`config.mk`:
```
export PLATFORM = sky130hd
export DESIGN_NAME = pattern_seq_4in
export DESIGN_NICKNAME = d
export VERILOG_FILES = /design/src/rtl/pattern_seq_4in.sv
export SDC_FILE = /design/constraint.sdc
export NUM_CORES = 1
export LEC_CHECK = 0
export ABC_AREA = 1
export BUFFER_PORTS_ARGS = -buffer_cell sky130_fd_sc_hd__buf_2
export CELL_PAD_IN_SITES_DETAIL_PLACEMENT = 0
export CELL_PAD_IN_SITES_GLOBAL_PLACEMENT = 1
export CORE_UTILIZATION = 46
export CTS_CLUSTER_SIZE = 28
export DETAILED_ROUTE_END_ITERATION = 10
export PLACE_DENSITY_LB_ADDON = 0.1
export SYNTH_ARGS = -nofsm -noshare
export SYNTH_HDL_FRONTEND = slang
export SYNTH_SLANG_ARGS = --single-unit
export TNS_END_PERCENT = 30
```
`constraint.sdc`:
```
create_clock -name clk -period 2.5 [get_ports clk]
set_clock_uncertainty 0.1 [all_clocks]
set_input_delay 0.25 -clock clk [delete_from_list [all_inputs] [get_ports clk]]
set_output_delay 0.25 -clock clk [all_outputs]
set_load 0.05 [all_outputs]
```
`src/rtl/pattern_seq_4in.sv`:
```
// pattern_seq_4in: drives the four gate inputs ina..ind with a deterministic
// pattern sequence (binary, Gray, walking-one or Johnson). Each pattern is held
// for DIV clocks; valid marks the first cycle of each pattern and done pulses
// once after the last hold expires.
// Optional feature: define PATTERN_SEQ_PAUSE_EN to add a pause input that
// freezes the sequence while in RUN.

module pattern_seq_4in #(
  parameter int unsigned DIV = 20,
  parameter int unsigned CW  = 16
) (
  input  logic       clk,
  input  logic       rst_n,
  input  logic       start,
  input  logic [1:0] mode,
`ifdef PATTERN_SEQ_PAUSE_EN
  input  logic       pause,
`endif
  output logic       ina,
  output logic       inb,
  output logic       inc,
  output logic       ind,
  output logic       valid,
  output logic       busy,
  output logic       done
);

  typedef enum logic [1:0] {StIdle, StRun, StDone} state_e;

  localparam logic [CW-1:0] PrescLast = CW'(DIV - 1);

  state_e          state_q;
  logic [CW-1:0]   presc_q;
  logic [3:0]      idx_q;
  logic [1:0]      mode_q;
  logic            pause_w;

`ifdef PATTERN_SEQ_PAUSE_EN
  assign pause_w = pause;
`else
  assign pause_w = 1'b0;
`endif

  // Pattern for a given sequence and index, as {ind,inc,inb,ina}.
  function automatic logic [3:0] pat_of(input logic [1:0] m, input logic [3:0] i);
    logic [3:0] p;
    p = 4'b0000;
    unique case (m)
      2'b00: p = i;
      2'b01: p = i ^ (i >> 1);
      2'b10: p = 4'b0001 << i[1:0];
      // Johnson: fill ones from ina upward, then clear from ina upward.
      2'b11: p = i[2] ? (4'b1111 << i[1:0]) : ((4'b0001 << i[1:0]) - 4'd1);
      default: p = 4'b0000;
    endcase
    return p;
  endfunction

  // Index of the final pattern in each sequence.
  function automatic logic [3:0] last_of(input logic [1:0] m);
    logic [3:0] l;
    l = 4'd15;
    unique case (m)
      2'b00, 2'b01: l = 4'd15;
      2'b10:        l = 4'd3;
      2'b11:        l = 4'd7;
      default:      l = 4'd15;
    endcase
    return l;
  endfunction

  // Sequencer FSM with registered pattern and status outputs.
  always_ff @(posedge clk) begin
    if (!rst_n) begin
      state_q               <= StIdle;
      presc_q               <= '0;
      idx_q                 <= 4'd0;
      mode_q                <= 2'b00;
      {ind, inc, inb, ina}  <= 4'b0000;
      valid                 <= 1'b0;
      busy                  <= 1'b0;
      done                  <= 1'b0;
    end else begin
      valid <= 1'b0;
      done  <= 1'b0;
      unique case (state_q)
        StIdle: begin
          if (start) begin
            state_q              <= StRun;
            mode_q               <= mode;
            presc_q              <= '0;
            idx_q                <= 4'd0;
            {ind, inc, inb, ina} <= pat_of(mode, 4'd0);
            valid                <= 1'b1;
            busy                 <= 1'b1;
          end
        end
        StRun: begin
          // While paused everything holds and valid stays low.
          if (!pause_w) begin
            if (presc_q == PrescLast) begin
              presc_q <= '0;
              if (idx_q == last_of(mode_q)) begin
                state_q              <= StDone;
                idx_q                <= 4'd0;
                {ind, inc, inb, ina} <= 4'b0000;
                busy                 <= 1'b0;
                done                 <= 1'b1;
              end else begin
                idx_q                <= idx_q + 4'd1;
                {ind, inc, inb, ina} <= pat_of(mode_q, idx_q + 4'd1);
                valid                <= 1'b1;
              end
            end else begin
              presc_q <= presc_q + 1'b1;
            end
          end
        end
        StDone: begin
          state_q <= StIdle;
        end
        default: begin
          state_q <= StIdle;
        end
      endcase
    end
  end

endmodule

```
==> metrics <==
Yosys top cell area share=33.1%; synth top area cells=dfxtp_1 33%, nand2_1 17%, nor2_1 7.4%; Data required, critical path=2.62 ns; Netlist Area Pre-Place=1880 µm²; Die ar.=4340 µm²; gr usage total=23.4%; Setup TNS=0 ns; Vias/cell=5.11; final period utilization=70.5%; largest family of logic cells by synthesized area=simple AND/OR/NAND/NOR gates; Rows=22; final net count=315; Cells after DPL=344; critical path capture point type=flip-flop; CTS root buffer=clkbuf_8; Synth Net Count=300; hpwl dp=3340 µm; IO Port Bufs=11; n_diodes=0; post-CTS setup buffers=0; Area growth syn-to-layout=10.5%; Core Box Area=3770 µm²; Die H=65.9 µm; fraction of registers with async set/reset=0%; Clock Sinks=31; post-synthesis mux area share=0%; Num CTS Buffers=5; initial antenna violation count=0; FILL cells=396; worst relative slew slack=77.8%; sequential-to-total area share from yosys stat=33.1%; DRT iter0 DRCs=166; Mapped Avg Cell Area=6.51 µm²; Post-synth EDFFs=0; drt drc=0; outcome=finished clean; WS Path Type=flip-flop to flip-flop; largest net degree at the start of global routing=14; Comb pwr share=13.0%; Post-Synth XOR/XNOR Area=1.87%; total grt overflow=0; die width=65.9 µm; leak pwr=0.844 nW; first-pass GRT wire length=7600 µm; final RePlAce weighted congestion=0.810; Int Power=0.800 mW; Routed WL=4410 µm; worst-path fanout max=7; Achievable Freq=568 MHz; simple-gate area share of the yosys netlist=43.4%; vias in the first global route=1603; minimum clock period after layout=1.76 ns; switching power=0.304 mW; cts repair resizes=0; hold buffer count at cts=0; power per cell area=533 nW/µm²; final setup fails=0; count leader, synth=nand2_1; Hold Crit Class=input port to flip-flop; leading area contributor after synthesis=dfxtp_1; CTS tree=done; cells after synthesis=288; clock share of power=39.5%; synth cell count leaders=83 x nand2_1, 37 x nor2_1, 31 x dfxtp_1; CTS Buffer Depth=2; Synth Warn #=0; Top FF cell, synth=dfxtp_1; Starting Density=49.7%; count of final hold-check violations=0; Reg power frac=47.5%; clock-pin slew on the worst setup and hold paths=0.07 ns; 1st-pass router iterations=5; Worst Tran Pin Value=0.332 ns; synth unique cells=29; CTS H-tree lvls=2; Worst setup SP type=flip-flop; max-cap violations=0; Top-Level Pins=12; post-synthesis register bit count=31; remaining antenna violation count=0; worst skew pair latency=0.28 ns; Post-Synth Adder-Cell Area=4.67%; routed len/inst=12.5 µm; Switching Share=27.6%; Compound-Gate Fraction of Synth Area=9.61%; RSZ-0062 raised after global routing=no; final std cells w/o fill=352; Peak VDD IR=0.000335 V; Max Slew Vio Count=0; share of layout cells above drive strength 1=13.5%; total number of vias=1800; critical path arrival=1.88 ns
==> cell type report <==
type / instances / area, µm² / area share [%]
clock buffer: 8 / 100 / 4.83
inverter: 30 / 113 / 5.43
tap: 48 / 60.1 / 2.90
timing repair buffer: 12 / 62.6 / 3.02
multi-input combinational: 223 / 1120 / 53.9
sequential: 31 / 621 / 29.9
==> layout by cell type, fill, tap and decap left out, types with 2 or more instances in the layout <==
cell | Yosys | final
a21oi_1 | 15 | 15
buf_2 | 2 | 11
clkbuf_8 | 0 | 7
dfxtp_1 | 31 | 31
ha_1 | 7 | 7
inv_1 | 26 | 26
inv_2 | 4 | 4
nand2_1 | 83 | 83
nand2_2 | 3 | 3
nand3_1 | 27 | 27
nand4_1 | 6 | 6
nor2_1 | 37 | 37
nor2_2 | 6 | 6
nor2_4 | 2 | 2
nor3_1 | 8 | 8
nor3_2 | 3 | 3
o21ai_0 | 8 | 8
o21ai_1 | 5 | 5
o21bai_1 | 2 | 2
xnor2_1 | 3 | 3
==> state kept, by name (all words and copies together) (netlist names) <==
name     count
busy         1
done         1
idx_q        4
ina          1
inb          1
inc          1
ind          1
mode_q       2
presc_q     16
state_q      2
valid        1
==> worst paths after layout <==
kind | startpoint | endpoint | slack (ns) | depth (start not counted)
setup / recovery | idx_q[0] | inb | 0.74 | 9
hold / removal | mode[0] | mode_q[0] | 0.17 | 3
setup reg to reg | idx_q[0] | inb | 0.74 | 9
hold reg to reg | inc | inc | 0.35 | 2
==> per-stage QoR <==
step	utilization [%]	setup slack [ns]	cell area (µm²)	hold WS, ns	power [mW]
after global placement	52.3	0.788	1970	0.337	0.679
after floorplan	-	1.01	1880	0.312	0.643
final	55.0	0.738	2070	0.172	1.10
after global routing	55.0	0.610	2070	0.215	1.15
after detailed placement	52.3	0.756	1970	0.341	0.678
after CTS	55.0	0.745	2070	0.170	1.11
==> power by group through the flow <==
stage               logic (mW)  registers [mW]  clock network [mW]
CTS                      0.143           0.524               0.441
global placement         0.143           0.535                   0
floorplan               0.0872           0.556                   0
finish                   0.143           0.525               0.437
global route             0.161           0.526               0.465
detailed placement       0.143           0.535                   0
==> logic make-up (layout without fill, tap and decap cells) <==
group,count (synthesis),after routing
fa+ha+maj,7,7
compound gates,33,33
simple gates,179,179
buf+inv,34,50
xor+xnor,4,4
flops,31,31
==> critical path: stages, from the launching register on <==
cell and delay, ns:
dfxtp_1 0.45, inv_1 0.18, ha_1 0.35, inv_1 0.06, nand2_1 0.06, o21ai_0 0.09, nand3b_1 0.16, nor2_1 0.11
nor2_1 0.06, nor2_1 0.08
==> metal layers <==
metal,vias up,share of wire [%],track usage [%]
met1,798,55,34.4
met5,-,0,0
met2,34,40,32.7
met3,6,3.8,5.69
li1,962,-,-
met4,0,1.2,7.61
No activity file was read; power rests on OpenSTA's default activity.
